[src/rtl/cpu_to_osci_intr_slave.sv]
// AXI4-Lite interrupt controller: edge-latched STATUS, IER/GIE masking, write-1-to-clear ACK.
// Optional counter-driven self-test pulse on source 0 under CPU_TO_OSCI_INTR_SELFTEST_EN.
module cpu_to_osci_intr_slave #(
  parameter int unsigned C_NUM_OF_INTR      = 1,
  parameter int unsigned C_S_AXI_DATA_WIDTH = 32,
  parameter int unsigned C_S_AXI_ADDR_WIDTH = 5
) (
  input  logic                            s_axi_intr_aclk,
  input  logic                            s_axi_intr_areset,
  input  logic [C_S_AXI_ADDR_WIDTH-1:0]   s_axi_intr_awaddr,
  input  logic [2:0]                      s_axi_intr_awprot,
  input  logic                            s_axi_intr_awvalid,
  output logic                            s_axi_intr_awready,
  input  logic [C_S_AXI_DATA_WIDTH-1:0]   s_axi_intr_wdata,
  input  logic [C_S_AXI_DATA_WIDTH/8-1:0] s_axi_intr_wstrb,
  input  logic                            s_axi_intr_wvalid,
  output logic                            s_axi_intr_wready,
  output logic [1:0]                      s_axi_intr_bresp,
  output logic                            s_axi_intr_bvalid,
  input  logic                            s_axi_intr_bready,
  input  logic [C_S_AXI_ADDR_WIDTH-1:0]   s_axi_intr_araddr,
  input  logic [2:0]                      s_axi_intr_arprot,
  input  logic                            s_axi_intr_arvalid,
  output logic                            s_axi_intr_arready,
  output logic [C_S_AXI_DATA_WIDTH-1:0]   s_axi_intr_rdata,
  output logic [1:0]                      s_axi_intr_rresp,
  output logic                            s_axi_intr_rvalid,
  input  logic                            s_axi_intr_rready,
  input  logic [C_NUM_OF_INTR-1:0]        intr_src,
  output logic                            irq
);
  localparam int unsigned NI = C_NUM_OF_INTR;
  localparam int unsigned DW = C_S_AXI_DATA_WIDTH;
  localparam int unsigned AW = C_S_AXI_ADDR_WIDTH;
  localparam int unsigned IW = AW - 2;

  localparam logic [IW-1:0] A_GIE    = IW'(0);
  localparam logic [IW-1:0] A_IER    = IW'(1);
  localparam logic [IW-1:0] A_STATUS = IW'(2);
  localparam logic [IW-1:0] A_ACK    = IW'(3);
  localparam logic [IW-1:0] A_PEND   = IW'(4);

  logic          gie;
  logic [NI-1:0] ier;
  logic [NI-1:0] status;
  logic [NI-1:0] src_q;
  logic [NI-1:0] src_eff;
  logic [NI-1:0] ack_clr;
  logic [DW-1:0] wmask;
  logic [DW-1:0] wval;
  logic [DW-1:0] rd_word;
  logic [IW-1:0] wr_idx;
  logic [IW-1:0] rd_idx;
  logic          wr_fire;
  logic          rd_fire;
  logic          unused_ok;

  assign s_axi_intr_bresp = 2'b00;
  assign s_axi_intr_rresp = 2'b00;

  assign wr_idx  = s_axi_intr_awaddr[AW-1:2];
  assign rd_idx  = s_axi_intr_araddr[AW-1:2];
  assign wr_fire = s_axi_intr_awready & s_axi_intr_wready & s_axi_intr_awvalid & s_axi_intr_wvalid;
  assign rd_fire = s_axi_intr_arready & s_axi_intr_arvalid;

  // Byte-lane strobes expanded to a bit mask
  always_comb begin
    wmask = '0;
    for (int b = 0; b < int'(DW / 8); b++) begin
      wmask[b*8 +: 8] = {8{s_axi_intr_wstrb[b]}};
    end
  end

  assign wval    = s_axi_intr_wdata & wmask;
  assign ack_clr = (wr_fire && (wr_idx == A_ACK)) ? wval[NI-1:0] : '0;

`ifdef CPU_TO_OSCI_INTR_SELFTEST_EN
  logic [7:0] st_cnt;
  logic       st_pulse;

  // Free-running self-test counter; pulses source 0 on each 255->0 wrap
  always_ff @(posedge s_axi_intr_aclk) begin
    if (s_axi_intr_areset) begin
      st_cnt   <= 8'd0;
      st_pulse <= 1'b0;
    end else begin
      st_pulse <= gie && (st_cnt == 8'hFF);
      if (gie) st_cnt <= st_cnt + 8'd1;
    end
  end

  assign src_eff = intr_src | NI'(st_pulse);
`else
  assign src_eff = intr_src;
`endif

  // Read mux; STATUS/PENDING sampled before any same-cycle write lands
  always_comb begin
    rd_word = '0;
    case (rd_idx)
      A_GIE:    rd_word = DW'(gie);
      A_IER:    rd_word = DW'(ier);
      A_STATUS: rd_word = DW'(status);
      A_PEND:   rd_word = DW'(status & ier);
      default:  rd_word = '0;
    endcase
  end

  always_ff @(posedge s_axi_intr_aclk) begin
    if (s_axi_intr_areset) begin
      s_axi_intr_awready <= 1'b0;
      s_axi_intr_wready  <= 1'b0;
      s_axi_intr_bvalid  <= 1'b0;
      s_axi_intr_arready <= 1'b0;
      s_axi_intr_rvalid  <= 1'b0;
      s_axi_intr_rdata   <= '0;
      gie                <= 1'b0;
      ier                <= '0;
      status             <= '0;
      src_q              <= '0;
      irq                <= 1'b0;
    end else begin
      // Accept a write only when no response is outstanding
      s_axi_intr_awready <= s_axi_intr_awvalid & s_axi_intr_wvalid & ~s_axi_intr_bvalid & ~s_axi_intr_awready;
      s_axi_intr_wready  <= s_axi_intr_awvalid & s_axi_intr_wvalid & ~s_axi_intr_bvalid & ~s_axi_intr_awready;
      if (wr_fire)                s_axi_intr_bvalid <= 1'b1;
      else if (s_axi_intr_bready) s_axi_intr_bvalid <= 1'b0;

      s_axi_intr_arready <= s_axi_intr_arvalid & ~s_axi_intr_rvalid & ~s_axi_intr_arready;
      if (rd_fire) begin
        s_axi_intr_rvalid <= 1'b1;
        s_axi_intr_rdata  <= rd_word;
      end else if (s_axi_intr_rready) begin
        s_axi_intr_rvalid <= 1'b0;
      end

      if (wr_fire && (wr_idx == A_GIE) && s_axi_intr_wstrb[0]) gie <= s_axi_intr_wdata[0];
      if (wr_fire && (wr_idx == A_IER)) ier <= (ier & ~wmask[NI-1:0]) | wval[NI-1:0];

      // New rising edges override a same-cycle ACK clear
      src_q  <= src_eff;
      status <= (status & ~ack_clr) | (src_eff & ~src_q);
      irq    <= gie & (|(status & ier));
    end
  end

  assign unused_ok = ^{s_axi_intr_awprot, s_axi_intr_arprot, s_axi_intr_awaddr[1:0],
                       s_axi_intr_araddr[1:0], wval, wmask};

endmodule

[config.mk]
export PLATFORM = sky130hd
export DESIGN_NAME = cpu_to_osci_intr_slave
export DESIGN_NICKNAME = d
export VERILOG_FILES = /design/src/rtl/cpu_to_osci_intr_slave.sv
export SDC_FILE = /design/constraint.sdc
export NUM_CORES = 1
export LEC_CHECK = 0
export ABC_AREA = 1
export BUFFER_PORTS_ARGS = -buffer_cell sky130_fd_sc_hd__buf_4
export CORE_MARGIN = 5
export CORE_UTILIZATION = 31
export CTS_BUF_LIST = sky130_fd_sc_hd__clkbuf_4
export DETAILED_ROUTE_END_ITERATION = 8
export PLACE_DENSITY = 0.94
export SETUP_SLACK_MARGIN = 0.02
export SYNTH_ARGS = -nofsm -noshare
export SYNTH_HDL_FRONTEND = slang
export SYNTH_SLANG_ARGS = --single-unit
[constraint.sdc]
create_clock -name s_axi_intr_aclk -period 1.25 [get_ports s_axi_intr_aclk]
set_clock_uncertainty 0.2 [all_clocks]
set_input_delay 0.0625 -clock s_axi_intr_aclk [delete_from_list [all_inputs] [get_ports s_axi_intr_aclk]]
set_output_delay 0.0625 -clock s_axi_intr_aclk [all_outputs]
set_load 0.01 [all_outputs]
### After elaboration in Yosys (flattened, before gate mapping)

Index checks and enable logic that the tools add are counted.

| cells by class | value |
|---|---|
| eq/ne operators | 5 |
| multiplexer cells | 6 |
| bitwise logic cells | 24 |
| reduce and logical (&&, ||, !) cells | 8 |

Operator list:

| kind | number |
|---|---|
| 1-bit AND | 15 |
| 1-bit inverter | 7 |
| 3-bit by 1-bit == test with 1-bit output (second input constant) | 2 |
| 3-bit by 2-bit == test with 1-bit output (second input constant) | 2 |
| 3-bit zero test | 2 |
| 1-bit 2-to-1 mux | 5 |
| 1-bit logical AND | 4 |
| 1-bit one-hot mux with 4 select lines | 1 |
| 2-bit nonzero test | 2 |
| 3-bit == test (second input constant) | 1 |
| 1-bit OR | 2 |

| storage, ports and cells | value |
|---|---|
| flip-flop bits (word level) | 41 |
| input bits | 60 |
| output and inout port bits | 42 |
| logic and storage cells | 53 |

### Depth between registers and ports, before layout

Gate-level depths: netlist (run 1).

| logic depth | value |
|---|---|
| depth after elaboration | 7 |
| mapped depth | 7 |

### Worst setup path after synthesis (run 1)

No wires, ideal clock.

| timing path | value |
|---|---|
| path type | reg-to-reg |
| from | reg s_axi_intr_wready |
| to | reg status |
| data arrival time | 0.858 ns |
| required time | 0.926 ns |
| setup slack | 0.068 ns |
| stages on the path, launching flop included | 6 |
| path through | dfxtp_1 inv_1 nor2_2 nand2_1 o21ai_0 o21ai_0 |

| between the ends | value |
|---|---|
| cells in the longest elaborated chain, start to end | 7 |

RTL lines:

| what | RTL line | RTL |
|---|---|---|
| from (decl) | 17 | `output logic s_axi_intr_wready,` |
| from (signal assigned) | 125 | `s_axi_intr_wready <= s_axi_intr_awvalid & s_axi_intr_wvalid & ~s_axi_intr_bvalid & ~s_axi_intr_awready;` |
| 1-bit AND (2 in a row) | 63 | `assign wr_fire = s_axi_intr_awready & s_axi_intr_wready & s_axi_intr_awvalid & s_axi_intr_wvalid;` |
| 1-bit logical AND | 75 | `assign ack_clr = (wr_fire && (wr_idx == A_ACK)) ? wval[NI-1:0] : '0;` |
| 1-bit 2-to-1 mux | 75 |  |
| 1-bit inverter | 142 | `status <= (status & ~ack_clr) \| (src_eff & ~src_q);` |
| 1-bit AND | 142 |  |
| 1-bit OR | 142 |  |
| to (signal assigned) | 142 |  |
| to (decl) | 45 | `logic [NI-1:0] status;` |

No other way between the ends.
A chain may end at the register's enable or synchronous reset.

### Worst setup path after layout (run 1)

Ends and elaborated chain as after synthesis.

==> results.cfg, run 1 <==
[run_status]
status = complete, but fails checks
violations = hold timing

[yosys]
synth-simple-area-share_pct = 23.5
yosys.area_share.adder_pct = 0
synth_warnings = 0
synth-xor-area-share_pct = 0
ys_seq_elements = 10
avgSynthCellArea_um2 = 6.90
synth.distinct_cells = 15
yosysSeqAreaShare_pct = 27.6
postSynthCellCount = 105
synth-compound-area-share_pct = 4.84
synth_mux_area_share_pct = 0
syn_area_um2 = 724
synth_top_family_by_area = buffers and inverters

[clock_tree]
clockBufferDepth = 2
root_buffer = clkbuf_4
cts_hold_buf = 11
clkTransAtPathRegs_ns = 0.06
htree_levels = 1
cts_tree = built
cts_buffers = 3
clkSinkCount = 10
clock_latency_ns = 0.25

[layout]
mostFrequentLayoutCell = conb_1
final_nets = 201
fin_area_um2 = 923
layout_common_cells = 35 x conb_1, 22 x buf_4, 17 x nand2_1
area_delta_synth_final_pct = 27.5
antenna_cells = 0
drive_above_1_share_pct = 20.7

[placed_design]
dpl_cell_area_um2 = 790
io_buffer_count = 22
hpwl_mm = 1.12
routabilityCongestion = 0.736

[pwr]
p_leak_nw = 0.515
p_clk_share_pct = 29.1
power_frac_comb_pct = 24.7
p_sw_share_pct = 28.2
irDropWorstVdd_mv = 0.424
seqPwrFrac_pct = 46.2
power.switching_mw = 0.205
intPower_mw = 0.522
pwr_density_cell_nw_per_um2 = 788

[sta]
rsz0062_at_grt = no
fmaxAchievable_mhz = 875
tns_ns = 0
post-route-period-util_pct = 91.5
finalMaxSlewViolations = 0
finalSetupViolations = 0
fin_crit_ns = 1.14
hold_ws_ns = -0.0459
hold_viol_final = 3

[global_route]
grt_util_all_layers_pct = 7.14
grt_overflow = 0
grt_pass1_wl_mm = 1.88
grt_pass1_vias = 464
antenna_found_initial = 0
grt_max_degree = 7

[floorplanning]
initial_core_util_pct = 32.7
die-area_um2 = 3400
die_w_um = 58.3
die_height_um = 58.3
num_rows = 17
coreArea_um2 = 2210
ios = 102

[routing]
first_pass_iters = 4
routed_wl_mm = 1.37
wl_per_cell_um = 8.17
ant_nets = 0
num_vias = 606
remaining_drc_errors = 0
drt-vias-per-instance = 3.61
drt_iter0_markers = 10

[flow_run]
cap_violations = 0

[critical_path]
crit_type = flop to flop
startpoint_type = flop
worstPathRequired_ns = 1.19
reg2regPathDepth = 5
end_kind = flop
worstPathArrival_ns = 1.08
path_max_fanout = 3

[worst_hold_path]
hold-path-cell-count = 5
hp-class = input pin to flop
## power by group through the flow
stage          Combinational (mW)  Sequential (mW)  Clock (mW)
4_1_cts                     0.177            0.336       0.223
3_5_place_dp                0.149            0.343           0
2_1_floorplan               0.166            0.346           0
5_1_grt                     0.201            0.338       0.244
3_3_place_gp                0.148            0.343           0
6_report                    0.180            0.336       0.212
## state kept, by name (all words and copies together), names as in the netlist, named ones only
register,flops
gie,1
irq,1
s_axi_intr_arready,1
s_axi_intr_bvalid,1
s_axi_intr_rdata,1
s_axi_intr_rvalid,1
s_axi_intr_wready,1
src_q,1
status,1
## synth_stat cells (all sizes together)
master / number / area share [%]
inv: 12 / 6.2
o21ai: 5 / 3.5
nand3: 4 / 3.5
nor3: 1 / 0.69
and3: 1 / 0.86
nor2: 14 / 7.9
nor2b: 1 / 0.86
buf: 36 / 37
nor4: 1 / 0.86
nand2: 17 / 8.8
dfxtp: 10 / 28
conb: 1 / 0.52
a21oi: 2 / 1.4
## cell families (layout without fill, tap and decap cells)
| kind of cell | after synthesis | count (layout) |
|---|---|---|
| flip-flops | 10 | 10 |
| AND/OR/NAND/NOR | 39 | 39 |
| other | 1 | 35 |
| AO/OA/AOI/OAI | 7 | 7 |
| buffers and inverters | 48 | 49 |
## path summary, 6_finish.rpt
kind	slack [ns]	start	to
setup reg to reg	0.11	s_axi_intr_wready	status
hold reg to reg	0.23	src_q	status
setup / recovery	0.11	s_axi_intr_wready	status
hold / removal	-0.05	s_axi_intr_awaddr[4]	status
## final cells by class
cell class | instances | area (µm²)
Fill cell | 234 | 1290
Multi-Input combinational cell | 81 | 339
Timing Repair Buffer | 33 | 278
Sequential cell | 10 | 200
Inverter | 12 | 45.0
Tap cell | 28 | 35.0
Clock buffer | 3 | 22.5
Clock inverter | 1 | 3.75
## through the flow
| step | worst slack [ns] | power (mW) | util (%) | std cells |
|---|---|---|---|---|
| floorplan | 0.0676 | 0.512 | - | 139 |
| finish | 0.107 | 0.728 | 41.7 | 168 |
| CTS | 0.0986 | 0.736 | 41.9 | 169 |
| detailed placement | 0.106 | 0.492 | 35.7 | 154 |
| global route | 0.0353 | 0.782 | 41.7 | 168 |
| global placement | 0.127 | 0.491 | 35.7 | 154 |
## per-layer routing
metal / share of wire, % / vias up / GRT usage (%) / routed length, µm
li1: - / 318 / - / -
met3: 14 / 0 / 2.19 / 188
met5: 0 / - / 0 / 0
met4: 0 / 0 / 2.98 / 0
met2: 46 / 35 / 11.5 / 628
met1: 40 / 253 / 8.78 / 555
## critical path, stage by stage, from the launching register on
cell,delay (ns)
dfxtp_1,0.33
inv_1,0.05
nor2_2,0.15
nand2_1,0.06
o21ai_0,0.14
o21ai_0,0.10
## what timing repair did
action,4_1_cts,5_1_grt
setup buffers,0,0
setup endpoints to repair,0,1
resized for setup,0,2
hold endpoints to repair,10,1
Note: power is estimated with default switching activity, not from simulation.
==> run 2, diff against run 1 <==
--- a/config.mk
+++ b/config.mk
@@ -7,6 +7,7 @@
 export LEC_CHECK = 0
 export ABC_AREA = 1
 export BUFFER_PORTS_ARGS = -buffer_cell sky130_fd_sc_hd__buf_4
+export CORE_ASPECT_RATIO = 1.25
 export CORE_MARGIN = 5
 export CORE_UTILIZATION = 31
 export CTS_BUF_LIST = sky130_fd_sc_hd__clkbuf_4
==> run 2 against run 1 <==
  * The run still ends with hold timing left
  * Power rose by 0.39%
  * Worst setup slack better by 0.034 ns
  * Register-to-register slack better by 0.03 ns
  * Global-route usage rose by 0.81 points
  * Wire length is 0.58% higher
  * Cell count grew 1.2%
  * Maximum frequency grew 3.0%
  * Hold slack worse by 0.019 ns
  * Clock-buffer cell count unchanged
  * Flip-flop and latch count stayed put
  * First-iteration DRC count decreased by 70%
  * Critical endpoint unchanged
  * Highest routed layer unchanged
==> results.cfg, run 2 (synthesis results as in run 1) <==
[run_status]
status = complete, but fails checks
violations = hold timing

[clock_tree]
clkTransAtPathRegs_ns = 0.06
clock_latency_ns = 0.26
root_buffer = clkbuf_4
clockBufferDepth = 2
post-cts-setup-buffers = 0
cts_tree = built
clkSinkCount = 10
cts_buffers = 3
htree_levels = 1
cts_hold_buf = 11

[critical_path]
end_kind = flop
rr_startpoint = s_axi_intr_wready
worstPathRequired_ns = 1.19
startpoint_type = flop
reg2regPathDepth = 5
path_max_fanout = 3
crit_type = flop to flop
worstPathArrival_ns = 1.05
ff2ff_setup_slack_ns = 0.14
worst_r2r_endpoint = status

[sta]
hold_viol_final = 3
finalMaxSlewViolations = 0
rsz0062_at_grt = no
post-route-period-util_pct = 88.8
finalSetupViolations = 0
hold_ws_ns = -0.0652
tns_ns = 0
fmaxAchievable_mhz = 901
fin_crit_ns = 1.11

[global_route]
grt_pass1_vias = 552
grt_pass1_wl_mm = 2.08
grt_util_all_layers_pct = 7.95
antenna_found_initial = 0
grt_overflow = 0
grt_max_degree = 7

[pwr]
irDropWorstVdd_mv = 0.439
p_leak_nw = 0.512
pwr_density_cell_nw_per_um2 = 794

[worst_hold_path]
hp-class = input pin to flop
worstHoldStart = s_axi_intr_awaddr[4]
hold_end = status
hold-path-cell-count = 5

[floorplanning]
coreArea_um2 = 2210
initial_core_util_pct = 32.8
die-area_um2 = 3410
die_height_um = 64.1
num_rows = 19
ios = 102
die_w_um = 53.2

[routing]
remaining_drc_errors = 0
routed_wl_mm = 1.38
num_vias = 591
wl_per_cell_um = 8.12
drt-vias-per-instance = 3.48
drt_iter0_markers = 3
ant_nets = 0
first_pass_iters = 4

[layout]
drive_above_1_share_pct = 20.1
layout_common_cells = 35 x conb_1, 21 x buf_4, 17 x nand2_1
fillCellCount = 227
antenna_cells = 0
mostFrequentLayoutCell = conb_1
final_nets = 200
area_delta_synth_final_pct = 26.9
final_core_util_pct = 41.6

[placed_design]
hpwl_mm = 1.14
routabilityCongestion = 0.654
io_buffer_count = 22

[flow_run]
cap_violations = 0
==> run 2: area by class of cell <==
| cell class | count | area (µm²) | share of cell area (%) |
|---|---|---|---|
| sequential | 10 | 200 | 21.8 |
| clock inverter | 1 | 3.75 | 0.408 |
| inverter | 12 | 45.0 | 4.90 |
| clock buffer | 3 | 22.5 | 2.45 |
| timing repair buffer | 32 | 270 | 29.4 |
| tap | 31 | 38.8 | 4.22 |
| multi-input combinational | 81 | 339 | 36.9 |
==> run 2: worst max path at each step <==
stage,depth (start not counted),from,slack [ns],end
finish,5,s_axi_intr_wready,0.14,status
global route,5,s_axi_intr_wready,0.03,gie
CTS,8,s_axi_intr_araddr[4],0.1,s_axi_intr_rdata[0]
detailed placement,5,s_axi_intr_wready,0.1,status
global placement,5,s_axi_intr_wready,0.12,status
floorplan,5,s_axi_intr_wready,0.07,status
==> run 2: critical path, stage by stage, from the launching register on <==
cell and delay [ns]:
dfxtp_1 0.32, inv_1 0.05, nor2_2 0.15, nand2_1 0.07, o21ai_1 0.12, o21ai_0 0.09
==> run 2: metrics by stage <==
stage                     total power [mW]  setup WS, ns  std cells  cell area [µm²]
after CTS                            0.739        0.0969        172              930
after global placement               0.490         0.119        157              793
after floorplan                      0.512        0.0676        139              852
final                                0.731         0.140        170              920
after global routing                 0.784        0.0278        170              920
after detailed placement             0.493        0.0979        157              793
==> run 2: what timing repair did <==
item / 4_1_cts / 5_1_grt
hold endpoints to repair: 10 / 1
endpoints found under the setup margin: 0 / 2
gates resized for setup: 0 / 3
==> run 2: metal layers <==
layer	vias to the layer above	wire length [µm]	global-route usage (%)
met3	0	190	2.79
met4	0	0	3.83
met2	36	661	12.7
met5	-	0	0
li1	316	-	-
met1	239	528	9.17
==> run 2: power by group <==
| group | internal (mW) | leakage, nW | switching [mW] |
|---|---|---|---|
| Combinational | 0.0753 | 0.415 | 0.102 |
| Clock | 0.115 | 0.0154 | 0.103 |
| Sequential | 0.330 | 0.0817 | 0.00572 |
| Total | 0.520 | 0.512 | 0.210 |
==> run 3, diff against run 2 <==
--- a/config.mk
+++ b/config.mk
@@ -9,10 +9,10 @@
 export BUFFER_PORTS_ARGS = -buffer_cell sky130_fd_sc_hd__buf_4
 export CORE_ASPECT_RATIO = 1.25
 export CORE_MARGIN = 5
-export CORE_UTILIZATION = 31
+export CORE_UTILIZATION = 33
 export CTS_BUF_LIST = sky130_fd_sc_hd__clkbuf_4
 export DETAILED_ROUTE_END_ITERATION = 8
-export PLACE_DENSITY = 0.94
+export PLACE_DENSITY = 0.95
 export SETUP_SLACK_MARGIN = 0.02
 export SYNTH_ARGS = -nofsm -noshare
 export SYNTH_HDL_FRONTEND = slang
==> constraint.sdc (replaced) <==
create_clock -name s_axi_intr_aclk -period 1.4 [get_ports s_axi_intr_aclk]
set_clock_uncertainty 0.2 [all_clocks]
set_input_delay 0.07 -clock s_axi_intr_aclk [delete_from_list [all_inputs] [get_ports s_axi_intr_aclk]]
set_output_delay 0.07 -clock s_axi_intr_aclk [all_outputs]
set_load 0.01 [all_outputs]
==> run 3 against run 2 <==
  * The run now ends clean
  * Utilization is 2.1 points higher
  * Non-clock buffer count is 3 higher
  * Flip-flop and latch count stayed put
  * Cell count decreased by 4.1%
  * Register-to-register slack better by 0.06 ns
  * Sequential power down 10%
  * First-iteration DRC count shrank 33%
  * Via count rose by 3.2%
  * Power decreased by 9.9%
  * Worst setup slack improved by 0.015 ns
  * Wire length decreased by 0.65%
  * Critical path type is now input pin to flop
  * Highest routed layer is now met4
==> results.cfg, run 3 (synthesis results as in run 1) <==
[run_status]
status = finished clean

[worst_hold_path]
worstHoldStart = s_axi_intr_wstrb[0]
hold_end = status
hold-path-cell-count = 6
hp-class = input pin to flop

[sta]
hold_ws_ns = 0.0214
fin_ws_ns = 0.155
finalSetupViolations = 0
rsz0062_at_grt = no
hold_viol_final = 0
tns_ns = 0
fmaxAchievable_mhz = 804
fin_crit_ns = 1.24
post-route-period-util_pct = 88.9
finalMaxSlewViolations = 0

[global_route]
grt_pass1_vias = 538
grt.met2_usage_pct = 13.2
grt_util_met1_pct = 8.77
grt_util_all_layers_pct = 8.10
use_met3_pct = 1.19
grt_busiest_layer = met2
grt_pass1_wl_mm = 2.04
antenna_found_initial = 0
grt_max_degree = 7
grt_overflow = 0

[clock_tree]
clkTransAtPathRegs_ns = 0.06
htree_levels = 1
root_buffer = clkbuf_4
clkSinkCount = 10
cts_tree = built
post-cts-setup-buffers = 0
clockBufferDepth = 2
clock_latency_ns = 0.26
cts_buffers = 3

[routing]
remaining_drc_errors = 0
drt-vias-per-instance = 3.74
wl_per_cell_um = 8.41
ant_nets = 0
routed_wl_mm = 1.37
first_pass_iters = 2
drt_iter0_markers = 2
num_vias = 610

[layout]
antenna_cells = 0
fillCellCount = 231
final_nets = 203
final_cells = 163
drive_above_1_share_pct = 19.7
mostFrequentLayoutCell = conb_1
area_delta_synth_final_pct = 29.0
layout_common_cells = 35 x conb_1, 22 x buf_4, 17 x nand2_1

[critical_path]
end_kind = flop
crit_type = input pin to flop
worstPathArrival_ns = 1.20
cp_top_family = buffers and inverters
cp_slowest_cell = dlygate4sd3_1
rr_startpoint = s_axi_intr_wready
worstPathRequired_ns = 1.36
reg2regPathDepth = 5
path_max_fanout = 4
slowest_delay_ns = 0.53
crit_chain = dlygate4sd3_1, buf_4, nor2_2, nand3_2, o21ai_0, nor2_1
ff2ff_setup_slack_ns = 0.20
startpoint_type = input pin
path_buf_inv = 2
worst_r2r_endpoint = status

[pwr]
irDropWorstVdd_mv = 0.354
power.total_mw = 0.659
p_leak_nw = 0.515
pwr_density_cell_nw_per_um2 = 705

[floorplanning]
die_w_um = 51.9
ios = 102
die-area_um2 = 3240
initial_core_util_pct = 33.9
coreArea_um2 = 2140
num_rows = 19
die_height_um = 62.4

[flow_run]
cap_violations = 0

[placed_design]
pre_cts_ws_ns = 0.145
placed_cells = 146
io_buffer_count = 22
routabilityCongestion = 0.709
hpwl_mm = 1.13
-- run 3: report_power, final --
part / switching, mW / internal, mW / total (mW) / leakage, nW
Clock: 0.0905 / 0.103 / 0.193 / 0.0154
Combinational: 0.0918 / 0.0725 / 0.164 / 0.418
Sequential: 0.00632 / 0.295 / 0.301 / 0.0817
Total: 0.189 / 0.470 / 0.659 / 0.515
-- run 3: through the flow --
stage	util, %	cell area, µm²
floorplan	-	852
global placement	36.1	773
detailed placement	36.1	773
CTS	43.5	930
global route	43.7	935
finish	43.7	935
-- run 3: final cells by class --
type	count	area (µm²)	share of cell area, %
Sequential cell	10	200	21.4
Clock buffer	3	22.5	2.41
Clock inverter	1	3.75	0.402
Inverter	12	45.0	4.82
Multi-Input combinational cell	81	342	36.5
Tap cell	21	26.3	2.81
Timing Repair Buffer	35	295	31.6
-- run 3: worst max-delay path by stage --
stage / startpoint / to / slack (ns) / cells past startpoint
CTS: s_axi_intr_awvalid / status / 0.10 / 7
global placement: s_axi_intr_wready / status / 0.17 / 5
finish: s_axi_intr_awaddr[4] / flop / 0.16 / 6
global route: s_axi_intr_awvalid / gie / 0.05 / 7
floorplan: s_axi_intr_wready / status / 0.22 / 5
detailed placement: s_axi_intr_wready / status / 0.14 / 5
-- run 3: what timing repair did --
action	4_1_cts	5_1_grt
resized for setup	0	2
hold buffers	13	0
endpoints found under the setup margin	0	1
hold endpoints to repair	10	0
-- run 3: layer usage --
metal  vias up  routed length, µm
met5         -                  0
met4         0                 27
met3         2                177
met2        37                652
met1       249                513
li1        322                  -
-- run 3: worst register-to-register path, stage by stage (launching register included) --
cell and delay (ns):
dfxtp_1 0.40, inv_1 0.09, nor2_4 0.14, nand2_1 0.06
o21ai_1 0.12, o21ai_0 0.09
